## config.mk

```make
export PLATFORM = sky130hd
export DESIGN_NAME = uart_rx_buffer_flat
export DESIGN_NICKNAME = d
export VERILOG_FILES = /design/src/rtl/uart_pkg.sv /design/src/rtl/uart_rx_buffer_if.sv /design/src/rtl/sync_fifo.sv /design/src/rtl/uart_rx_buffer.sv /design/src/flat_wrapper.sv
export SDC_FILE = /design/constraint.sdc
export NUM_CORES = 1
export LEC_CHECK = 0
export CAP_MARGIN = 20
export CORE_ASPECT_RATIO = 1.75
export CORE_MARGIN = 4
export CORE_UTILIZATION = 57
export DETAILED_ROUTE_END_ITERATION = 7
export PLACE_DENSITY_LB_ADDON = 0.05
export SETUP_SLACK_MARGIN = 0.05
export SYNTH_ARGS = -nofsm -noshare
export SYNTH_HDL_FRONTEND = slang
export SYNTH_HIERARCHICAL = 1
export SYNTH_SLANG_ARGS = --single-unit
```

## constraint.sdc

```tcl
create_clock -name clk -period 2.55 [get_ports clk]
set_clock_uncertainty 0.2 [all_clocks]
set_input_delay 0.51 -clock clk [delete_from_list [all_inputs] [get_ports clk]]
set_output_delay 0.51 -clock clk [all_outputs]
set_load 0.05 [all_outputs]
```

## src/rtl/uart_pkg.sv

```systemverilog
`default_nettype none
// ============================================================================
// Module      : uart_pkg
// Description : Shared UART types. Holds the receiver line-state encoding and
//               the packet-assembler state encoding used by uart_rx_buffer.
// Revision    : 1.0 - initial release
// ============================================================================
package uart_pkg;

  // Receiver line states (owned by the UART receiver front end)
  typedef enum logic [1:0] {
    RX_IDLE  = 2'd0,
    RX_START = 2'd1,
    RX_DATA  = 2'd2,
    RX_STOP  = 2'd3
  } rx_state_t;

  // Packet assembler states
  typedef enum logic [1:0] {
    ASM_IDLE    = 2'd0,
    ASM_COLLECT = 2'd1,
    ASM_DISCARD = 2'd2
  } asm_state_t;

  // Bit counter must reach n_bits+1 so an over-long packet is recognisable
  function automatic int cnt_width(input int n_bits);
    return $clog2(n_bits + 2);
  endfunction

endpackage
`default_nettype wire

```

## src/rtl/uart_rx_buffer_if.sv

```systemverilog
`default_nettype none
// ============================================================================
// Module      : uart_rx_buffer_if
// Description : Bit-stream input and word-stream output bundle of the UART
//               receive buffer. master = receiver/consumer side,
//               slave = the buffer itself.
// Revision    : 1.0 - initial release
// ============================================================================
interface uart_rx_buffer_if #(
  parameter int n_bits = 8,
  parameter int depth  = 4
) ();

  localparam int FILL_W = $clog2(depth + 1);

  logic              rx_bit;
  logic              rx_bit_ready;
  logic              rx_packet_complete;
  logic              rx_packet_successfull;
  logic [n_bits-1:0] out_data;
  logic              out_valid;
  logic              out_ready;
  logic [FILL_W-1:0] fill;
  logic              frame_error;
  logic              overflow;
  logic              clear_errors;

  modport master (
    output rx_bit, rx_bit_ready, rx_packet_complete, rx_packet_successfull,
    output out_ready, clear_errors,
    input  out_data, out_valid, fill, frame_error, overflow
  );

  modport slave (
    input  rx_bit, rx_bit_ready, rx_packet_complete, rx_packet_successfull,
    input  out_ready, clear_errors,
    output out_data, out_valid, fill, frame_error, overflow
  );

endinterface
`default_nettype wire

```

## src/rtl/sync_fifo.sv

```systemverilog
`default_nettype none
// ============================================================================
// Module      : sync_fifo
// Description : Single-clock first-word fall-through FIFO. A push into a full
//               FIFO is accepted only when a pop happens in the same cycle.
// Revision    : 1.0 - initial release
// ============================================================================
module sync_fifo #(
  parameter int width = 8,
  parameter int depth = 4
) (
  input  logic                         clk,
  input  logic                         rst,
  input  logic                         push_i,
  input  logic [width-1:0]             wdata_i,
  input  logic                         pop_i,
  output logic [width-1:0]             rdata_o,
  output logic                         full_o,
  output logic                         empty_o,
  output logic [$clog2(depth+1)-1:0]   fill_o
);

  localparam int PTR_W  = $clog2(depth);
  localparam int FILL_W = $clog2(depth + 1);

  logic [width-1:0]  mem_q [depth];
  logic [PTR_W-1:0]  wr_ptr_q;
  logic [PTR_W-1:0]  rd_ptr_q;
  logic [FILL_W-1:0] fill_q;
  logic              do_push;
  logic              do_pop;

  assign empty_o = (fill_q == '0);
  assign full_o  = (fill_q == FILL_W'(depth));
  assign do_pop  = pop_i && !empty_o;
  assign do_push = push_i && (!full_o || do_pop);

  // Output is forced to zero while empty so stale storage never shows
  assign rdata_o = empty_o ? '0 : mem_q[rd_ptr_q];
  assign fill_o  = fill_q;

  // Storage array; contents are don't-care until covered by fill
  always_ff @(posedge clk) begin
    if (do_push) begin
      mem_q[wr_ptr_q] <= wdata_i;
    end
  end

  // Pointers wrap naturally because depth is a power of two
  always_ff @(posedge clk or negedge rst) begin
    if (!rst) begin
      wr_ptr_q <= '0;
      rd_ptr_q <= '0;
      fill_q   <= '0;
    end else begin
      if (do_push) begin
        wr_ptr_q <= wr_ptr_q + PTR_W'(1);
      end
      if (do_pop) begin
        rd_ptr_q <= rd_ptr_q + PTR_W'(1);
      end
      case ({do_push, do_pop})
        2'b10:   fill_q <= fill_q + FILL_W'(1);
        2'b01:   fill_q <= fill_q - FILL_W'(1);
        default: fill_q <= fill_q;
      endcase
    end
  end

endmodule
`default_nettype wire

```

## src/rtl/uart_rx_buffer.sv

```systemverilog
`default_nettype none
// ============================================================================
// Module      : uart_rx_buffer
// Description : Assembles LSB-first UART data bits into words, validates the
//               bit count and stop bit, and queues good words in a FIFO.
//               Bad packets pulse frame_error; a good packet lost to a full
//               FIFO sets the sticky overflow flag.
// Revision    : 1.0 - initial release
// ============================================================================
module uart_rx_buffer
  import uart_pkg::*;
#(
  parameter int n_bits = 8,
  parameter int depth  = 4
) (
  input  logic             clk,
  input  logic             rst,
  uart_rx_buffer_if.slave  bus
);

  localparam int CNT_W  = cnt_width(n_bits);
  localparam int FILL_W = $clog2(depth + 1);
  localparam logic [CNT_W-1:0] CNT_FULL = CNT_W'(n_bits);
  localparam logic [CNT_W-1:0] CNT_OVER = CNT_W'(n_bits + 1);

  asm_state_t        state_q;
  logic [CNT_W-1:0]  cnt_q;
  logic [n_bits-1:0] shift_q;
  logic              push_q;
  logic [n_bits-1:0] push_data_q;
  logic              frame_error_q;
  logic              overflow_q;

  logic              bit_take;
  logic [CNT_W-1:0]  cnt_d;
  logic [n_bits-1:0] shift_d;
  logic              good_d;
  logic              overflow_set;

  logic [n_bits-1:0] fifo_rdata;
  logic              fifo_full;
  logic              fifo_empty;
  logic [FILL_W-1:0] fifo_fill;

  // Bits are ignored once the packet is known to be too long
  assign bit_take = bus.rx_bit_ready && (state_q != ASM_DISCARD);
  assign cnt_d    = bit_take ? (cnt_q + CNT_W'(1)) : cnt_q;

  // New bit enters at the MSB so the first bit lands in bit 0 when full
  generate
    if (n_bits == 1) begin : g_shift_single
      assign shift_d = bit_take ? bus.rx_bit : shift_q;
    end else begin : g_shift_multi
      assign shift_d = bit_take ? {bus.rx_bit, shift_q[n_bits-1:1]} : shift_q;
    end
  endgenerate

  // A coincident bit is already folded into cnt_d/shift_d here
  assign good_d = bus.rx_packet_successfull
                  && (state_q != ASM_DISCARD)
                  && (cnt_d == CNT_FULL);

  // Assembler FSM; decision for a closing packet is registered as push/error
  always_ff @(posedge clk or negedge rst) begin
    if (!rst) begin
      state_q       <= ASM_IDLE;
      cnt_q         <= '0;
      shift_q       <= '0;
      push_q        <= 1'b0;
      push_data_q   <= '0;
      frame_error_q <= 1'b0;
    end else begin
      push_q        <= 1'b0;
      frame_error_q <= 1'b0;
      if (bus.rx_packet_complete) begin
        state_q       <= ASM_IDLE;
        cnt_q         <= '0;
        shift_q       <= '0;
        push_q        <= good_d;
        frame_error_q <= !good_d;
        push_data_q   <= shift_d;
      end else if (bit_take) begin
        shift_q <= shift_d;
        cnt_q   <= cnt_d;
        state_q <= (cnt_d == CNT_OVER) ? ASM_DISCARD : ASM_COLLECT;
      end
    end
  end

  sync_fifo #(
    .width (n_bits),
    .depth (depth)
  ) u_fifo (
    .clk     (clk),
    .rst     (rst),
    .push_i  (push_q),
    .wdata_i (push_data_q),
    .pop_i   (bus.out_ready),
    .rdata_o (fifo_rdata),
    .full_o  (fifo_full),
    .empty_o (fifo_empty),
    .fill_o  (fifo_fill)
  );

  // A full FIFO still accepts a write when the consumer pops that cycle
  assign overflow_set = push_q && fifo_full && !bus.out_ready;

  // Sticky overflow; a fresh overflow beats a simultaneous clear
  always_ff @(posedge clk or negedge rst) begin
    if (!rst) begin
      overflow_q <= 1'b0;
    end else if (overflow_set) begin
      overflow_q <= 1'b1;
    end else if (bus.clear_errors) begin
      overflow_q <= 1'b0;
    end
  end

  assign bus.out_data    = fifo_rdata;
  assign bus.out_valid   = !fifo_empty;
  assign bus.fill        = fifo_fill;
  assign bus.frame_error = frame_error_q;
  assign bus.overflow    = overflow_q;

endmodule
`default_nettype wire

```

## src/flat_wrapper.sv

```systemverilog
// flat-port wrapper written by rule: the top's interface ports become plain ports
module uart_rx_buffer_flat import uart_pkg::*;
#(
  parameter int n_bits = 8,
  parameter int depth  = 4
)
  (clk, rst, bus_rx_bit, bus_rx_bit_ready, bus_rx_packet_complete, bus_rx_packet_successfull, bus_out_ready, bus_clear_errors, bus_out_data, bus_out_valid, bus_fill, bus_frame_error, bus_overflow);
  uart_rx_buffer_if #(.n_bits(n_bits), .depth(depth)) bus_i ();
  input  logic clk;
  input  logic rst;
  input wire logic [$bits(bus_i.rx_bit)-1:0] bus_rx_bit;
  input wire logic [$bits(bus_i.rx_bit_ready)-1:0] bus_rx_bit_ready;
  input wire logic [$bits(bus_i.rx_packet_complete)-1:0] bus_rx_packet_complete;
  input wire logic [$bits(bus_i.rx_packet_successfull)-1:0] bus_rx_packet_successfull;
  input wire logic [$bits(bus_i.out_ready)-1:0] bus_out_ready;
  input wire logic [$bits(bus_i.clear_errors)-1:0] bus_clear_errors;
  output wire logic [$bits(bus_i.out_data)-1:0] bus_out_data;
  output wire logic [$bits(bus_i.out_valid)-1:0] bus_out_valid;
  output wire logic [$bits(bus_i.fill)-1:0] bus_fill;
  output wire logic [$bits(bus_i.frame_error)-1:0] bus_frame_error;
  output wire logic [$bits(bus_i.overflow)-1:0] bus_overflow;
  assign bus_i.rx_bit = bus_rx_bit;
  assign bus_i.rx_bit_ready = bus_rx_bit_ready;
  assign bus_i.rx_packet_complete = bus_rx_packet_complete;
  assign bus_i.rx_packet_successfull = bus_rx_packet_successfull;
  assign bus_i.out_ready = bus_out_ready;
  assign bus_i.clear_errors = bus_clear_errors;
  assign bus_out_data = bus_i.out_data;
  assign bus_out_valid = bus_i.out_valid;
  assign bus_fill = bus_i.fill;
  assign bus_frame_error = bus_i.frame_error;
  assign bus_overflow = bus_i.overflow;
  uart_rx_buffer #(.n_bits(n_bits), .depth(depth)) u_core (.clk(clk), .rst(rst), .bus(bus_i));
endmodule
```

# Word level (Yosys, flattened, before mapping)
# Memory sizes are Yosys's and may differ from the RTL's.
# Cells that the tools add are included.
# Widths: inputs -> output; s select.
dict set report word_totals {
  mem_bits_ro 0
  register_bits 32
  ramBits 32
  n_memories 1
  in_bits 8
  latchBits 0
  output_inout_bits 14
}
dict set report classes {
  muxes 17
  mul 0
  addsub 5
  reduce_logical 16
  n_div 0
  shift 0
  eq_ne 6
  n_bitwise 0
  n_lt_le_gt_ge 0
}
# memory depth width rd rd_ports_with_merged_regs wr line_no
set memory_table {}
lappend memory_table {u_core.u_fifo.mem_q 4 8 1 0 1 sync_fifo.sv:26} ;# logic [width-1:0] mem_q [depth];
# cell count
set op_table {}
lappend op_table {{$mux 8} 4}
lappend op_table {{$mux 4} 3}
lappend op_table {{$eq 4x4->1 const B} 2}
lappend op_table {{$logic_and 1x1->1} 7}
lappend op_table {{$mux 1} 6}
lappend op_table {{$mux 2} 3}
lappend op_table {{$pmux 3 s2} 1}
lappend op_table {{$reduce_bool 2->1} 3}
lappend op_table {{$add 2x1->2 const B} 2}
lappend op_table {{$add 4x1->4 const B} 1}
lappend op_table {{$logic_not 1->1} 4}
lappend op_table {{$add 3x1->3 const B} 1}
lappend op_table {{$eq 3x3->1 const B} 1}
lappend op_table {{$logic_not 3->1} 1}
lappend op_table {{$sub 3x1->3 const B} 1}
lappend op_table {{$eq 2x1->1 const B} 1}
lappend op_table {{$eq 2x2->1 const B} 1}
lappend op_table {{$ne 2x2->1 const B} 1}
lappend op_table {{$logic_or 1x1->1} 1}

# Depth between registers and ports, before layout
dict set report depth {
  word_depth 7
  ltp_mapped 7
}

# By module
# The synthesis kept the hierarchy.
# module n_inst area_each_um2 seq_area_each_um2 cells_each
set modules_own_cells {}
lappend modules_own_cells {sync_fifo 1 1731.7 1136.1 105}
lappend modules_own_cells {uart_rx_buffer 1 1032.2 625.6 96}

# Least setup slack after synthesis
# OpenSTA, ideal clock, no wires.
dict set report synth_timing {
  path_kind {register -> register}
  from {reg u_core.u_fifo.fill_q[0] (netlist: u_core/u_fifo/fill_o[0])}
  to {reg u_core.u_fifo.fill_q[1] (netlist: u_core/u_fifo/fill_o[1])}
  slack_ns -0.023
  setup_ns 0.087
  path_buffers 1
  t_arrival_ns 2.286
  path_stages_with_launch 8
  path_cell_list {dfrtp_1 > or3_2 > clkbuf_1 > nand2_1 > fa_1 > o21ba_2 > o211ai_1 > a22oi_1}
}
dict set report synth_via {
  elab_chain_len 7
}
# element line_no
set synth_rtl {}
lappend synth_rtl {{start: declaration} sync_fifo.sv:29} ;# logic [FILL_W-1:0] fill_q;
lappend synth_rtl {{start signal: assignment} sync_fifo.sv:63} ;# 2'b10: fill_q <= fill_q + FILL_W'(1);
lappend synth_rtl {{start signal: assignment} sync_fifo.sv:64} ;# 2'b01: fill_q <= fill_q - FILL_W'(1);
lappend synth_rtl {{start signal: assignment} sync_fifo.sv:65} ;# default: fill_q <= fill_q;
lappend synth_rtl {{$logic_not 3->1} sync_fifo.sv:33} ;# assign empty_o = (fill_q == '0);
lappend synth_rtl {{$logic_not 1->1} sync_fifo.sv:35} ;# assign do_pop = pop_i && !empty_o;
lappend synth_rtl {{$logic_and 1x1->1} sync_fifo.sv:35}
lappend synth_rtl {{$logic_or 1x1->1} sync_fifo.sv:36} ;# assign do_push = push_i && (!full_o || do_pop);
lappend synth_rtl {{$logic_and 1x1->1} sync_fifo.sv:36}
lappend synth_rtl {{$eq 2x1->1 or $eq 2x2->1 (tied branches)} sync_fifo.sv:62} ;# case ({do_push, do_pop})
lappend synth_rtl {{$pmux 3 s2 or $reduce_bool 2->1 (tied branches)} n/a}
# Several ways; a longest one is shown, not always the timed one.
# A chain may end at the register's enable or synchronous reset.

# Final worst setup path
dict set report layout_timing {
  from {reg u_core.u_fifo.fill_q[0] (netlist: u_core/u_fifo/fill_o[0])}
  to {out bus_out_data[7]}
}
dict set report layout_via {
  elab_chain_len 2
}
# element line_no
set layout_rtl {}
lappend layout_rtl {{$logic_not 3->1} sync_fifo.sv:33}
lappend layout_rtl {{$mux 8} sync_fifo.sv:39} ;# assign rdata_o = empty_o ? '0 : mem_q[rd_ptr_q];
lappend layout_rtl {{end: declaration} flat_wrapper.sv:17} ;# output wire logic [$bits(bus_i.out_data)-1:0] bus_out_data;
# Every way passes these cells.

==> summary.md <==
| Metric | Value |
|---|---|
| F_max | `0.414 GHz` |
| Total core area | `0.00471 mm^2` |
| Diode count | `0` |
| WP data required | `1.84 ns` |
| Clock Power Share | `0.251` |
| Initial antenna violation count | `0` |
| Slew HR | `0.671` |
| Setup CP Type | `flop to output pin` |
| Syn Area/Cell | `13.8 um^2` |
| DR iter-0 viols | `71` |
| Comb pwr share | `0.370` |
| Grt total ovfl | `0` |
| CTS buffer count | `9` |
| Synth Area in XOR/XNOR | `0.0254` |
| Rows | `33` |
| Synth async-reset ratio | `0.500` |
| Critical path startpoint category | `flop` |
| Met2 WL | `2600 um` |
| Total power draw | `0.00322 W` |
| NetSw | `0.00114 W` |
| Most frequent cells in the layout | `32 x edfxtp_1, 29 x dfrtp_1, 22 x nor2_1` |
| Die Ht | `100 um` |
| Synth warn | `6` |
| Antenna viol nets, final | `0` |
| Syn nets | `215` |
| Clock Latency Late Sink | `0.32 ns` |
| Adder-Cell Fraction of Synth Area | `0.0299` |
| Largest family of logic cells by synthesized area | `simple AND/OR/NAND/NOR gates` |
| Gate Count Post-Synth | `201` |
| Smallest hold slack | `0.319 ns` |
| Port Buffers | `21` |
| Yosys cell types | `39` |
| Starting Density | `0.587` |
| Post-synth EDFFs | `32` |
| HPWL Detailed | `3250 um` |
| Min-delay worst type | `flop to flop` |
| Post-synthesis compound-gate area fraction | `0.0593` |
| Remaining routing DRC violations | `0` |
| Final setup fails | `0` |
| Most common cell after layout, fill and taps aside | `edfxtp_1` |
| Reg clk slew, reported paths | `0.07 ns` |
| Final period util | `0.948` |
| Vias in the first global route | `1,680` |
| Crit end category | `output pin` |
| Clock sink count | `64` |
| Setup slack after placement | `-0.0813 ns` |
| Die area | `0.00607 mm^2` |
| Pwr dens | `999 mW/mm^2` |
| Tmin final | `2.42 ns` |
| Pin count of the biggest net entering global routing | `33` |
| Global-route wire length before repair | `7800 um` |
| Tightest Pin Transition | `0.493 ns` |
| Slew Limit Fails | `0` |
| Drt wl/cell | `16.2 um` |
| Fin nets | `245` |
| Pre-antenna DRT Iters | `4` |
| All-layer global routing usage | `0.177` |
| Synth Flop Type | `edfxtp_1` |
| Final wirelength | `4660 um` |
| Fill cells | `339` |
| RSZ-0062 raised after global routing | `false` |
| Die W | `60.6 um` |
| Clk buf depth | `2` |
| Count of state elements after synthesis | `64` |
| TritonCTS clock tree | `yes` |
| Max-cap viol count | `0` |
| Io pins | `22` |
| DR vias | `1,601` |
| Crit-path max FO | `11` |
| Metal3 WL | `149 um` |
| Hold Fails Final Rpt | `0` |
| RePlAce Congestion | `0.694` |
| Mux share of post-synthesis cell area | `0.0996` |
| Pint | `0.00208 W` |
| Metal-1 WL | `1860 um` |
| Mapped cell area | `0.00276 mm^2` |
| Layout cells sized above 1 | `0.216` |
| Crit path arrival time | `1.71 ns` |
| Root buf cell | `clkbuf_8` |
| Sequential power share | `0.379` |
| Status | `complete, no violations` |
| CTS HTree Levels | `3` |
| Switching Fraction | `0.353` |
| Worst setup margin | `0.133 ns` |
| Seq/Total Area, Yosys | `0.637` |
| Leakage | `1.33 nW` |
| Post-Synth Simple-Gate Area | `0.111` |
| Routed vias/inst | `5.56` |
| Max VDD drop | `0.00112 V` |
| Area Growth Syn to Fin | `16.7%` |
| Highest metal used | `met4` |
-- logic make-up after synthesis --
family / count (synthesis)
flip-flops: 64
AND/OR/NAND/NOR: 60
AO/OA/AOI/OAI: 24
buffers and inverters: 22
multiplexers: 17
XOR/XNOR: 8
adder cells (fa/ha/maj): 6
-- worst paths after layout --
kind                            slack (ns)  cells past startpoint               startpoint                   endpoint
worst max-delay path                  0.13                      4  u_core/u_fifo/fill_o[0]            bus_out_data[7]
worst min register to register        0.32                      0    u_core/push_data_q[3]  u_core/u_fifo/mem_q[0][3]
worst min-delay path                  0.32                      0    u_core/push_data_q[3]  u_core/u_fifo/mem_q[0][3]
max in group asynchronous             1.46                      2                      rst    u_core/u_fifo/fill_o[2]
min in group asynchronous             0.38                      2                      rst  u_core/u_fifo/rd_ptr_q[1]
worst max register to register        0.29                      6  u_core/u_fifo/fill_o[0]    u_core/u_fifo/fill_o[1]
-- synthesized netlist by cell type, types with 2 or more instances --
cell	n	area, um^2
o21ai_0	2	10.0
and2_2	4	30.0
and3_1	2	12.5
nand2_1	7	26.3
mux2i_1	8	80.1
edfxtp_1	32	961
a21oi_1	10	50.1
mux4_2	8	180
o31a_1	2	17.5
o211ai_1	2	15.0
dfrtp_1	32	801
and2_1	9	56.3
clkbuf_1	5	18.8
xor2_1	4	35.0
nor2b_1	2	12.5
ha_1	5	62.6
buf_6	2	22.5
inv_1	12	45.0
buf_2	2	10.0
xnor2_1	4	35.0
nor2_1	22	82.6
nand3_1	7	35.0
or3_1	2	12.5
-- through the flow --
stage          TNS [ns]  cells  area, um^2  utilization
2_1_floorplan         0    201        2770            -
3_3_place_gp          0    270        3010        0.639
3_5_place_dp    -0.0813    270        3010        0.639
4_1_cts               0    287        3210        0.681
5_1_grt               0    288        3230        0.685
6_report              0    288        3230        0.685
-- area by class of cell --
class / count / area, um^2 / area share
clock buffers: 10 / 128 / 0.0396
clock inverters: 6 / 60.1 / 0.0186
inverters: 12 / 45.0 / 0.0140
multi-input cells: 115 / 898 / 0.279
flip-flops and latches: 64 / 1770 / 0.547
well taps: 52 / 65.1 / 0.0202
repair buffers: 29 / 264 / 0.0818
-- timing repair --
action / 4_1_cts / 5_1_grt
hold endpoints to repair: 0 / 0
setup endpoints to repair: 8 / 8
hold buffers: 0 / 0
gates cloned: 0 / 0
gates resized for setup: 1 / 3
setup buffers: 1 / 1
-- worst max-delay path: stages (launching register included) --
cell and delay [ns]:
dfrtp_2 0.40, or3_2 0.50, buf_6 0.16, and2_1 0.14
buf_4 0.18
-- power by group through the flow --
stage               sequential, W  combinational [W]  clock, W
floorplan                 0.00128           0.000784         0
global placement          0.00125            0.00110         0
detailed placement        0.00125            0.00114         0
CTS                       0.00123            0.00116  0.000832
global route              0.00123            0.00128  0.000883
finish                    0.00122            0.00119  0.000809
-- routing by layer --
layer	up-vias	track usage
li1	773	-
met1	795	0.198
met2	29	0.308
met3	4	0.0502
met4	0	0.0701
met5	-	0
-- sequential cells by signal, summed over array words and instances, names as in the netlist, 2 cells and up --
signal	cells
u_core/u_fifo/mem_q	32
u_core/cnt_q	4
u_core/u_fifo/wr_ptr_q	2
u_core/u_fifo/rd_ptr_q	2
u_core/u_fifo/fill_o	3
u_core/shift_q	8
u_core/push_data_q	8
u_core/state_q	2
Power figures use the tool's default switching activity.
